[config.mk]
export PLATFORM = sky130hd
export DESIGN_NAME = pc_branch_unit
export DESIGN_NICKNAME = d
export VERILOG_FILES = /design/src/rtl/pc_pkg.sv /design/src/rtl/pc_branch_unit_ret_stack.sv /design/src/rtl/pc_branch_unit.sv
export SDC_FILE = /design/constraint.sdc
export NUM_CORES = 1
export LEC_CHECK = 0
export ABC_CLOCK_PERIOD_IN_PS = 1600
export CAP_MARGIN = 20
export CORE_MARGIN = 1
export CORE_UTILIZATION = 42
export DETAILED_ROUTE_END_ITERATION = 12
export GPL_TIMING_DRIVEN = 0
export PLACE_DENSITY = 0.76
export SLEW_MARGIN = 20
export SYNTH_ARGS = -nofsm -noshare
export SYNTH_HDL_FRONTEND = slang
export SYNTH_SLANG_ARGS = --single-unit
[constraint.sdc]
create_clock -name clk -period 1.6 [get_ports clk]
set_input_delay 0.16 -clock clk [delete_from_list [all_inputs] [get_ports clk]]
set_output_delay 0.16 -clock clk [all_outputs]
set_load 0.03 [all_outputs]
[src/rtl/pc_pkg.sv]
// pc_pkg: shared types and defaults for the PC / branch-redirect stage.
// Holds the FSM state enum, default widths and stack-pointer sizing.
package pc_pkg;

  typedef enum logic [1:0] {
    BOOT   = 2'd0,
    RUN    = 2'd1,
    BUBBLE = 2'd2
  } pc_state_e;

  localparam int PC_ADDR_W      = 10;
  localparam int PC_RESET_PC    = 0;
  localparam int PC_STACK_DEPTH = 4;
  localparam int PC_SP_W        = $clog2(PC_STACK_DEPTH) + 1;

  // Pointer counts 0..depth inclusive, hence one extra bit.
  function automatic int sp_width(input int depth);
    return $clog2(depth) + 1;
  endfunction

endpackage

[src/rtl/pc_branch_unit_ret_stack.sv]
// ret_stack: LIFO of return addresses (push/pop/full/empty, sync reset).
// Ports: clk, rst, push, pop, din -> dout (top of stack), full, empty.
module ret_stack
  import pc_pkg::*;
#(
  parameter int W     = PC_ADDR_W,
  parameter int DEPTH = PC_STACK_DEPTH
) (
  input  logic         clk,
  input  logic         rst,
  input  logic         push,
  input  logic         pop,
  input  logic [W-1:0] din,
  output logic [W-1:0] dout,
  output logic         full,
  output logic         empty
);

  localparam int SPW = sp_width(DEPTH);
  localparam int IW  = SPW - 1;

  logic [W-1:0]   mem [DEPTH];
  logic [SPW-1:0] sp;
  logic [SPW-1:0] sp_m1;
  logic           do_push;
  logic           do_pop;

  assign sp_m1   = sp - SPW'(1);
  assign full    = (sp == SPW'(DEPTH));
  assign empty   = (sp == '0);
  assign do_push = push && !full;
  assign do_pop  = pop && !empty;
  assign dout    = mem[sp_m1[IW-1:0]];

  // Only the pointer is reset; contents survive.
  always_ff @(posedge clk) begin
    if (rst) begin
      sp <= '0;
    end else if (do_push) begin
      sp <= sp + SPW'(1);
    end else if (do_pop) begin
      sp <= sp_m1;
    end
  end

  always_ff @(posedge clk) begin
    if (!rst && do_push) begin
      mem[sp[IW-1:0]] <= din;
    end
  end

endmodule

[src/rtl/pc_branch_unit.sv]
// pc_branch_unit: PC sequencer with branch redirect, flush bubble and
// optional return stack (`PC_CALL_STACK_EN). Ports: clk, rst, stall,
// br_cond, br_uncond, jmp, call, ret, br_target -> pc, pc_valid,
// flush, taken, err_ovf, err_unf.
module pc_branch_unit
  import pc_pkg::*;
#(
  parameter int ADDR_W      = PC_ADDR_W,
  parameter int RESET_PC    = PC_RESET_PC,
  parameter int STACK_DEPTH = PC_STACK_DEPTH
) (
  input  logic              clk,
  input  logic              rst,
  input  logic              stall,
  input  logic              br_cond,
  input  logic              br_uncond,
  input  logic              jmp,
  input  logic              call,
  input  logic              ret,
  input  logic [ADDR_W-1:0] br_target,
  output logic [ADDR_W-1:0] pc,
  output logic              pc_valid,
  output logic              flush,
  output logic              taken,
  output logic              err_ovf,
  output logic              err_unf
);

  pc_state_e         state;
  pc_state_e         state_nxt;
  logic [ADDR_W-1:0] pc_inc;
  logic [ADDR_W-1:0] tgt;
  logic              redirect;

  assign pc_inc = pc + ADDR_W'(1);

`ifdef PC_CALL_STACK_EN
  logic [ADDR_W-1:0] ra;
  logic              full;
  logic              empty;
  logic              adv;
  logic              push;
  logic              pop;

  assign adv  = (state == RUN) && !stall;
  // ret outranks call; an empty-stack ret degrades to sequential.
  assign push = adv && !ret && call && !full;
  assign pop  = adv && ret && !empty;
  assign redirect = ret ? !empty
                  : (call | br_uncond | (br_cond & jmp));
  assign tgt = (ret && !empty) ? ra : br_target;

  ret_stack #(
    .W     (ADDR_W),
    .DEPTH (STACK_DEPTH)
  ) u_ret_stack (
    .clk   (clk),
    .rst   (rst),
    .push  (push),
    .pop   (pop),
    .din   (pc_inc),
    .dout  (ra),
    .full  (full),
    .empty (empty)
  );

  always_ff @(posedge clk) begin
    if (rst) begin
      err_ovf <= 1'b0;
      err_unf <= 1'b0;
    end else if (adv) begin
      if (!ret && call && full) err_ovf <= 1'b1;
      if (ret && empty)         err_unf <= 1'b1;
    end
  end
`else
  logic        unused_ret;
  logic [31:0] unused_depth;

  assign unused_ret   = ret;
  assign unused_depth = STACK_DEPTH;
  assign redirect = call | br_uncond | (br_cond & jmp);
  assign tgt      = br_target;
  assign err_ovf  = 1'b0;
  assign err_unf  = 1'b0;
`endif

  always_ff @(posedge clk) begin
    if (rst) begin
      state <= BOOT;
    end else if (!stall) begin
      state <= state_nxt;
    end
  end

  always_comb begin
    state_nxt = state;
    unique case (state)
      BOOT:    state_nxt = RUN;
      RUN:     state_nxt = redirect ? BUBBLE : RUN;
      BUBBLE:  state_nxt = RUN;
      default: state_nxt = BOOT;
    endcase
  end

  always_comb begin
    pc_valid = 1'b0;
    flush    = 1'b0;
    unique case (state)
      RUN:     pc_valid = 1'b1;
      BUBBLE: begin
        pc_valid = 1'b1;
        flush    = 1'b1;
      end
      default: pc_valid = 1'b0;
    endcase
  end

  // BOOT holds the PC; BUBBLE ignores controls of the killed insn.
  always_ff @(posedge clk) begin
    if (rst) begin
      pc    <= ADDR_W'(RESET_PC);
      taken <= 1'b0;
    end else if (!stall) begin
      unique case (state)
        RUN: begin
          pc    <= redirect ? tgt : pc_inc;
          taken <= redirect;
        end
        BUBBLE: begin
          pc    <= pc_inc;
          taken <= 1'b0;
        end
        default: taken <= 1'b0;
      endcase
    end
  end

endmodule

; ---- Yosys cells after proc, flatten, opt, wreduce, memory -nomap -nowiden
; Cells that the tools add are included.
[classes]
addsub = 1
multipliers = 0
div_mod_pow = 0
order_cmp = 0
eq_ne = 2
n_shift = 0
n_mux = 7
n_bitwise = 4
n_reduce_logical = 5
[op_table]
columns = operator, n
row1 = $pmux W10 S2, 1
row2 = $add A10 B1 Y10 const B, 1
row3 = $mux W10, 1
row4 = $pmux W2 S2, 1
row5 = $reduce_or A2 Y1, 2
row6 = $mux W1, 3
row7 = $eq A2 B1 Y1 const B, 1
row8 = $eq A2 B2 Y1 const B, 1
row9 = $logic_not A2 Y1, 1
row10 = $mux W2, 1
row11 = $or A1 B1 Y1, 2
row12 = $reduce_and A2 Y1, 1
row13 = $reduce_bool A2 Y1, 1
row14 = $and A1 B1 Y1, 1
row15 = $not A1 Y1, 1
[totals]
ff_bits = 13
latchBits = 0
ramBits = 0
romBits = 0
in_bits = 18
output_inout_bits = 15
elab_cells = 22
mem_count = 0

; ---- Depth between registers and ports, before layout
; Gate-level depths: netlist (run 1).
[depth]
depth_word = 4
mapped_depth = 6
ltp_nobuf = 6

; ---- Least setup slack after synthesis (run 1)
; OpenSTA, ideal clock, no wires.
[synth_path]
path_kind = register to register
from = reg state[1]
to = reg pc[7]
setup_time_ps = 103
arrival_ps = 1867
t_required_ps = 1497
setup_slack_ps = -370
path_stages_with_launch = 7
n_path_buf = 1
synth_period_minus_slack_ps = 1970
cell_sequence = dfxtp_1 inv_1 ha_1 nor2b_1 buf_2 nor2_1 a2111oi_2
[synth_between]
elab_chain_cells = 3
elab_cells_between_ends = 5
classes_between = eq/ne: 2 / mux: 1 / reduce/logical: 2
[synth_rtl]
columns = item, line
row1 = "start, declared", pc_branch_unit.sv:29  ; pc_state_e state;
row2 = "start signal, assigned", pc_branch_unit.sv:92  ; state <= state_nxt;
row3 = $eq A2 B1 Y1 or $eq A2 B2 Y1 (tied branches), pc_branch_unit.sv:125  ; unique case (state)
row4 = $reduce_bool A2 Y1 (no line), --
row5 = $reduce_and A2 Y1 (no line), --
row6 = "end signal, assigned", pc_branch_unit.sv:122  ; pc <= ADDR_W'(RESET_PC);
row7 = "end signal, assigned", pc_branch_unit.sv:127  ; pc <= redirect ? tgt : pc_inc;
row8 = "end signal, assigned", pc_branch_unit.sv:131  ; pc <= pc_inc;
row9 = "end, declared", pc_branch_unit.sv:21  ; output logic [ADDR_W-1:0] pc,
; Parallel ways exist; a longest one is shown, timed or not.
; A chain may end at the register's enable or synchronous reset.

; ---- Worst setup path after layout (run 1)
[layout_path]
from = reg pc[3]
to = out pc[3]
; No word-level cell between the ends.

==> results by stage, run 1 <==
Layout:
- The area growth from synthesis to layout is 49.0%.
- The post-route netlist has around 18% of its cells at a drive strength greater than 1.
- The number of antenna diodes in the final layout is 0.
- The layout net count is between 150 and 200.

Synthesis:
- The average instance area after synthesis is a little over 8 um2.
- For this run, the leading register cell type out of synthesis is sky130_fd_sc_hd__dfxtp_1.
- Of the synthesized area, sequential elements account for between 20% and 30%.
- In the post-synthesis netlist, the cell with the most instances is sky130_fd_sc_hd__dfxtp_1.
- Yosys mapped the design onto 38 distinct sky130hd cell types.
- The cell type with the largest total area after synthesis is sky130_fd_sc_hd__dfxtp_1.
- The Yosys step of the flow raised 0 warnings.
- Yosys attributes the largest share of cell area to sky130_fd_sc_hd__dfxtp_1 29%, sky130_fd_sc_hd__ha_1 7.5%, sky130_fd_sc_hd__a21oi_1 5.4%, sky130_fd_sc_hd__o32ai_1 5.2%, sky130_fd_sc_hd__nand2_1 4.0%.
- By count the netlist is led by 12 x sky130_fd_sc_hd__dfxtp_1, 9 x sky130_fd_sc_hd__a21oi_1, 9 x sky130_fd_sc_hd__nand2_1.
- The proportion of netlist area held by the largest area contributor is 28.7%.
- The post-synthesis instance area is roughly 840 um2.
- The number of standard cells after synthesis is just over 100.
- The number of synthesized flops with an enable pin is 0.
- The async set or reset register ratio after synthesis is 0%.
- After synthesis the netlist holds a flip-flop and latch count of 12.

Placement:
- The placed wire-length estimate is between 1500 and 2000 um.
- The setup slack at placement is -0.125 ns.
- During placement, the flow inserted port buffers numbering 29.
- Routability-driven placement finished with a final weighted congestion of 0.860.

Worst hold path:
- The number of stages on the worst hold path is 3.
- The end of the worst hold path is pc[1].
- The path class of the tightest hold or removal check is in -> reg.
- The start point of the worst min-delay path is br_target[1].

Power and ir drop:
- The cell internal power dissipation is approximately 0.00054 W.
- Per report_power, the clock group accounts for approximately a quarter of the total.
- The switching fraction of total power is between 30% and 40%.
- The cell leakage power is between 0.5 and 0.6 nW.
- The power density over the cells is around 650 nW/um2.
- Registers are responsible for between 40% and 50% of the overall power.
- Overall power consumption after layout is estimated at just over 0.0008 W.
- The combinational cell fraction of total power is between 30 and 40%.
- Summed over all nets, the switching power comes to approximately 0.00027 W.
- The worst voltage drop across the vdd grid is about 0.43 mV.

Floorplanning:
- The count of boundary I/O pins is 33.
- The die footprint is 2180 um2.
- The number of placement rows is 15.
- The initial core utilization is 46.5%.
- The die width is roughly 47 um.
- The core footprint is approximately 1800 um2.
- Measured along the y axis, the die boundary spans around 47 um.

Timing:
- The shortest clock period the worst path allows after layout is 1.55 ns.
- The number of hold violations in the final report is 0.
- Between clock sinks in the finished design, the worst skew comes to 0.0105 ns.
- Setup repair after global routing left no endpoint under its margin.
- Dividing the final minimum period by the clock period gives ~97%.
- The maximum clock rate is 0.647 GHz.
- After layout, the worst setup slack is 0.0539 ns.
- The max-slew violation count is 0.
- Setup violations remaining at the end of the flow were counted as 0.

Worst setup path:
- The arrival time reported for the critical path endpoint is around 1.4 ns.
- The capture instance of the worst register-to-register path is pc[0].
- The worst setup path is launched from a register.
- For flop-to-flop paths, the worst setup slack is approximately 0.080 ns.
- Walking the worst path, the cells encountered are clkdlybuf4s50_1.
- The worst register-to-register path begins at state[0].
- The number of buffer and inverter stages on the critical path is 1.
- The largest individual stage delay along the critical path comes from the cell sky130_fd_sc_hd__clkdlybuf4s50_1.
- In this run the worst path has a maximum fanout of 6.
- The worst setup path is of the reg -> out kind.
- In this design, the stage delay of the slowest critical-path cell is 0.70 ns.
- The kind of end point of the critical path is an output port.
- For the worst setup path, the data required time is 1.44 ns.
- The top cell family by delay on the critical path is buffers and inverters.
- Counting cells, the worst reg-to-reg path comes to 6.

Global routing:
- The first-pass GRT wire length is ~3400 um.
- The via count of the first global-routing pass is 804.
- The overall routing resource usage is 22.3%.
- The number of antenna violations at the first check in global routing was 0.
- The total overflow left after global routing is 0.
- The largest net degree at the start of global routing is 11.

Routing:
- The mean number of vias per cell is 5.56.
- For this block, the routed nets add up to 2190 um of wire.
- The DRC violation count after routing is 0.
- Once detail routing completed, the nets flagged for antenna violations numbered 0.
- Detailed routing inserted a total of between 800 and 900 vias.
- After detailed routing, the average wire length per cell comes to around 14 um.
- The count of routing violations after the opening detailed-route iteration is 21.
- The detailed-routing iteration count for the pre-antenna-repair pass is 4.

CTS:
- The clock tree from TritonCTS is yes.
- After clock tree synthesis, the clock-pin slew on the worst setup and hold paths is about 0.070 ns.
- The number of clock sinks is 12.
- The hold-fix buffer count after cts is 0.
- The clock passes through at most 2 buffers.
- The total number of H-tree levels is 1.
- The clock root buffer master is sky130_fd_sc_hd__clkbuf_4.
- At the later pin of the worst-skew pair, clock insertion delay measures between 0.2 and 0.3 ns.
- TritonCTS created 3 clock buffers.

Job:
- The tool flagged a number of max-cap violations equal to 0.

Outcome:
- The flow ran to the end, and the final reports show no timing, DRC or antenna violations.
==> per-layer routing <==
metal / part of all wire, % / up-vias / track usage [%]
li1: - / 441 / -
met3: 7.0 / 2 / 7.06
met2: 47 / 36 / 38.9
met4: 0.46 / 0 / 3.43
met1: 45 / 410 / 26.8
met5: 0 / - / 0
==> worst reg2reg max path: stages, from the launching register on <==
cell and delay [ns]:
sky130_fd_sc_hd__dfxtp_2 0.35, sky130_fd_sc_hd__inv_2 0.06, sky130_fd_sc_hd__ha_4 0.16, sky130_fd_sc_hd__buf_6 0.14, sky130_fd_sc_hd__or3_2 0.48, sky130_fd_sc_hd__a21oi_2 0.13, sky130_fd_sc_hd__a311oi_1 0.06
==> worst max-delay path by stage <==
stage,startpoint,end,depth (start not counted)
floorplan,state[0],pc[0],6
global placement,stall,pc[7],5
detailed placement,stall,pc[7],5
CTS,pc[4],pc[4],1
global route,state[1],pc[0],6
finish,pc[3],pc[3],1
==> final cells by class <==
| type | count | area, um2 |
|---|---|---|
| multi-input cells | 76 | 559 |
| fillers | 165 | 554 |
| repair buffers | 30 | 299 |
| flip-flops and latches | 12 | 245 |
| plain buffers | 7 | 63.8 |
| well taps | 25 | 31.3 |
| clock buffers | 4 | 26.3 |
| inverters | 6 | 22.5 |
==> power groups by stage <==
| stage | clock network [W] | registers [W] | logic, W |
|---|---|---|---|
| 6_report | 0.000205 | 0.000338 | 0.000264 |
| 5_1_grt | 0.000223 | 0.000342 | 0.000284 |
| 4_1_cts | 0.000211 | 0.000338 | 0.000258 |
| 3_5_place_dp | 0 | 0.000346 | 0.000256 |
| 3_3_place_gp | 0 | 0.000345 | 0.000253 |
| 2_1_floorplan | 0 | 0.000372 | 0.000128 |
==> cell usage in the layout, fill, tap and decap left out, types with 3 or more instances in the layout <==
cell type,n
sky130_fd_sc_hd__a21oi_1,8
sky130_fd_sc_hd__buf_4,3
sky130_fd_sc_hd__buf_6,4
sky130_fd_sc_hd__clkbuf_4,3
sky130_fd_sc_hd__clkdlybuf4s50_1,24
sky130_fd_sc_hd__dfxtp_1,10
sky130_fd_sc_hd__dlymetal6s2s_1,3
sky130_fd_sc_hd__ha_1,3
sky130_fd_sc_hd__inv_1,5
sky130_fd_sc_hd__mux2i_1,3
sky130_fd_sc_hd__nand2_1,9
sky130_fd_sc_hd__nand2b_1,3
sky130_fd_sc_hd__nand3_1,3
sky130_fd_sc_hd__nor2_1,4
sky130_fd_sc_hd__o21ai_0,4
sky130_fd_sc_hd__o32ai_1,5
==> cell families after synthesis <==
group,synth area share (%)
mux,4.93
fa+ha+maj,7.47
compound gates,27.1
buf+inv,9.57
simple gates,21.8
flops,28.7
other cells,0.448
==> sequential cells by signal, summed over array words and instances, names as in the netlist <==
name / cells
pc: 10
state: 2
==> through the flow <==
step                      hold slack (ns)  utilization [%]  area (um2)  cells  TNS [ns]
after global routing                0.497             69.2        1250    160         0
after floorplan                     0.229                -         875    102         0
final                               0.475             69.2        1250    160         0
after detailed placement            0.505             66.4        1200    156    -0.448
after CTS                           0.474             68.1        1230    160         0
after global placement              0.488             66.4        1200    156    -0.242
==> what timing repair did <==
action                                  4_1_cts  5_1_grt
buffers inserted                              1        0
gates resized for setup                       4        9
pin swaps                                     0        2
endpoints found under the setup margin        5        6
(Power assumes the default switching activity.)
==> inputs of run 2 (changes only) <==
--- a/config.mk
+++ b/config.mk
@@ -5,10 +5,11 @@
 export SDC_FILE = /design/constraint.sdc
 export NUM_CORES = 1
 export LEC_CHECK = 0
+export ABC_AREA = 1
 export ABC_CLOCK_PERIOD_IN_PS = 1600
 export CAP_MARGIN = 20
 export CORE_MARGIN = 1
-export CORE_UTILIZATION = 42
+export CORE_UTILIZATION = 43
 export DETAILED_ROUTE_END_ITERATION = 12
 export GPL_TIMING_DRIVEN = 0
 export PLACE_DENSITY = 0.76
==> results by stage, run 2 <==
CTS:
- CTS built an H-tree with a depth of 1.
- The tree is rooted in a sky130_fd_sc_hd__clkbuf_4.
- TritonCTS built the clock tree.
- After clock tree synthesis, the clock-pin slew on the worst setup and hold paths is ~0.08 ns.
- Counting every sink on the clock net gives 12.
- The longest clock path from root to sink contains 2 buffers.
- For the worst-skew pair, the clock arrives at the later sink with an insertion delay of between 0.2 and 0.3 ns.
- The number of setup buffers added after CTS is 0.
- The TritonCTS buffer count is 3.

Synthesis:
- The post-synthesis instance area is about 880 um2.
- The proportion of netlist area held by the largest area contributor is between 20 and 30%.
- The number of synthesized flops with an enable pin is 0.
- The number of standard cells after synthesis is 131.
- The most used flip-flop cell after synthesis is sky130_fd_sc_hd__dfxtp_1.
- The commonest cells after synthesis are 32 x sky130_fd_sc_hd__nand2_1, 16 x sky130_fd_sc_hd__inv_1, 12 x sky130_fd_sc_hd__dfxtp_1.
- The most instantiated library cell after synthesis is sky130_fd_sc_hd__nand2_1.
- After synthesis, the cell types taking the most area are sky130_fd_sc_hd__dfxtp_1 27%, sky130_fd_sc_hd__nand2_1 14%, sky130_fd_sc_hd__ha_1 7.1%, sky130_fd_sc_hd__inv_1 6.8%, sky130_fd_sc_hd__nand3_1 5.1%.
- The biggest area contributor in the post-synthesis netlist is sky130_fd_sc_hd__dfxtp_1.
- In the synthesized netlist the async set-or-reset flop fraction comes to 0%.
- The Yosys warning count is 0.
- The unique cell type count in the Yosys netlist is 25.
- After synthesis, the mean cell area works out to 6.74 um2.
- The number of storage elements in the synthesis netlist is 12.
- The portion of the post-synthesis area used by sequential elements is between 20 and 30%.

Timing:
- The max-slew violation count is 0.
- The number of failing setup endpoints in the final timing report is 0.
- The maximum clock rate is 0.650 GHz.
- The number of hold violations in the final report came to 0.
- Setup repair after global routing left no endpoint under its margin.
- Summed over all failing endpoints, the final setup total negative slack is 0 ns.
- The worst-case clock skew is between 0.007 and 0.008 ns.
- The shortest clock period the worst path allows after layout is approximately 1.5 ns.
- The portion of the clock cycle consumed by the worst path in the final layout is a little over nine tenths.

Worst setup path:
- The worst setup path startpoint is pc[1].
- The number of cells on the worst reg-to-reg path is 8.
- Traced cell by cell, the critical path runs through clkdlybuf4s50_1.
- STA classifies the critical path startpoint as a register.
- The launch point of the worst reg-to-reg path is state[1].
- The cell count along the critical path is 1.
- The worst setup path is captured at an output port.
- The delay of the slowest critical-path stage is 0.70 ns.
- Grouping stages by cell kind, the critical path spends the most delay in buffers and inverters.
- The required time of the critical path is roughly 1.4 ns.
- In this run the worst path has a maximum fanout of 4.
- Following the worst setup path forward leads to its endpoint at pc[1].
- The endpoint identified for the worst register-to-register timing path is pc[7].
- The library cell contributing the largest single delay on the critical path is sky130_fd_sc_hd__clkdlybuf4s50_1.
- The critical path is of the reg -> out type.
- Together, buffers and inverters on the worst path number 1.
- The setup slack of the most critical reg-to-reg path is roughly 0.16 ns.
- Data arrives at the worst endpoint at around 1.4 ns.

Power and ir drop:
- The switching power summed over all nets is 0.000302 W.
- Internal power comes to around 0.00054 W.
- Power spread over the standard cell area amounts to approximately 690 nW/um2.
- The switching fraction of total power is between 30% and 40%.
- Per report_power, the combinational group accounts for 35.5% of the total.
- The power share of the sequential group is just over 40%.
- The share of total power dissipated in the clock network is between 20 and 25%.
- The worst voltage drop across the vdd grid is 0.453 mV.
- The cell leakage power is 0.566 nW.

Routing:
- For this run, design rule violations remaining after detail routing come to 0.
- In this run, the number of DRC markers left after iteration 0 of detailed routing was 21.
- The first detailed-routing pass took 4 iterations.
- After detailed routing, the average wire length per cell comes to 10.7 um.
- Using the TritonRoute via totals, the vias-per-cell ratio works out to 4.76.
- The number of nets with antenna violations after routing is 0.
- The routed via count is roughly 900.
- The wire length after detailed routing is around 2000 um.

Placement:
- Routability-driven placement finished with a final weighted congestion of ~0.82.
- In this run the cell area measured after placement is around 1200 um2.
- Detailed placement ended at an HPWL of roughly 1500 um.
- The count of input and output buffers is 28.

Layout:
- More flip-flops sit in one register than any other, and that register is pc.
- The library cell used most frequently in the layout, excluding fill and tap cells, is sky130_fd_sc_hd__nand2_1.
- Relative to the synthesized area, the layout overhead comes to 39.8%.
- The final layout contains 188 nets.
- With fillers left out, the area of the finished cells amounts to approximately 1200 um2.
- The post-route netlist has 18.4% of its cells at a drive strength greater than 1.
- The final-layout fill cell count is ~180.
- The largest registers in the layout are pc (10), state (2).
- The number of antenna diodes in the final layout is 0.
- The top cell types in the final layout, fill and taps aside, are 32 x sky130_fd_sc_hd__nand2_1, 22 x sky130_fd_sc_hd__clkdlybuf4s50_1, 16 x sky130_fd_sc_hd__inv_1.
- The number of flip-flops under the largest register name is 10.

Floorplanning:
- The die width is ~47 um.
- 33 I/O pins were placed.
- The die covers 2240 um2.
- The initialized floorplan defines 16 standard-cell rows.
- The core footprint is approximately 1900 um2.
- The initial utilization of the core area, before any placement, comes to between 40% and 50%.
- In this run the vertical extent of the chip is approximately 47 um.

Global routing:
- The number of antenna violations at the first check in global routing was 0.
- The overall routing resource usage is between 10% and 20%.
- The first global-routing pass estimated 3230 um of wire.
- The total overflow left after global routing is 0.
- The via count of the first global-routing pass is around 760.
- The largest net degree at the start of global routing is 11.

Outcome:
- The run finished with clean final reports.

Worst hold path:
- The class of the tightest hold or removal check is in -> reg.

Job:
- Max-cap violations in this run came to 0.
-- run 2: logic make-up (layout without fill, tap and decap cells) --
group | count (synthesis) | count (layout) | share of synthesized area (%)
and+or+nand+nor | 60 | 60 | 32.9
buffers and inverters | 27 | 58 | 13.7
AOI/OAI and AO/OA | 25 | 25 | 17.7
DFF | 12 | 12 | 27.2
adders and majority gates | 5 | 5 | 7.08
other | 1 | 2 | 0.425
xor gates and xnor gates | 1 | 1 | 0.992
-- run 2: power by group through the flow --
| stage | combinational [W] | sequential (W) | clock (W) |
|---|---|---|---|
| floorplan | 0.000153 | 0.000395 | 0 |
| global placement | 0.000302 | 0.000356 | 0 |
| detailed placement | 0.000305 | 0.000358 | 0 |
| CTS | 0.000303 | 0.000351 | 0.000201 |
| global route | 0.000329 | 0.000358 | 0.000211 |
| finish | 0.000300 | 0.000352 | 0.000195 |
-- run 2: cell type report --
type	count	area, um2	area share [%]
inverters	22	82.6	6.69
multi-input cells	93	528	42.8
repair buffers	28	287	23.2
well taps	27	33.8	2.74
clock buffers	3	22.5	1.82
flip-flops and latches	12	243	19.7
plain buffers	5	38.8	3.14
-- run 2: how the worst min path moves through the flow --
stage / start / end / depth (start not counted)
final: rst / pc[7] / 2
after global routing: rst / pc[5] / 2
after CTS: rst / pc[6] / 2
after detailed placement: rst / pc[7] / 2
after global placement: pc[9] / pc[9] / 2
after floorplan: stall / state[1] / 1
-- run 2: metal layers --
layer | vias up | GRT usage (%) | part of all wire, %
met1 | 400 | 26.8 | 46
met2 | 25 | 32.6 | 48
met4 | 0 | 6.86 | 0.93
met5 | - | 0 | 0
met3 | 4 | 2.31 | 5.5
li1 | 475 | - | -
-- run 2: metrics by stage --
stage | hold WS [ns] | instances | setup slack [ns] | util, % | total power, W
2_1_floorplan | 0.253 | 132 | 0.00321 | - | 0.000548
3_3_place_gp | 0.491 | 187 | 0.00889 | 62.0 | 0.000658
3_5_place_dp | 0.495 | 187 | -0.00918 | 62.0 | 0.000663
4_1_cts | 0.199 | 190 | 0.0139 | 63.1 | 0.000855
5_1_grt | 0.212 | 190 | 0.00798 | 63.6 | 0.000898
6_report | 0.203 | 190 | 0.0621 | 63.6 | 0.000847
-- run 2: repair_timing --
item                                    in CTS  in global routing
hold buffers                                 0                  0
endpoints found under the setup margin       3                  5
resized for setup                            5                  4
cloned                                       0                  0
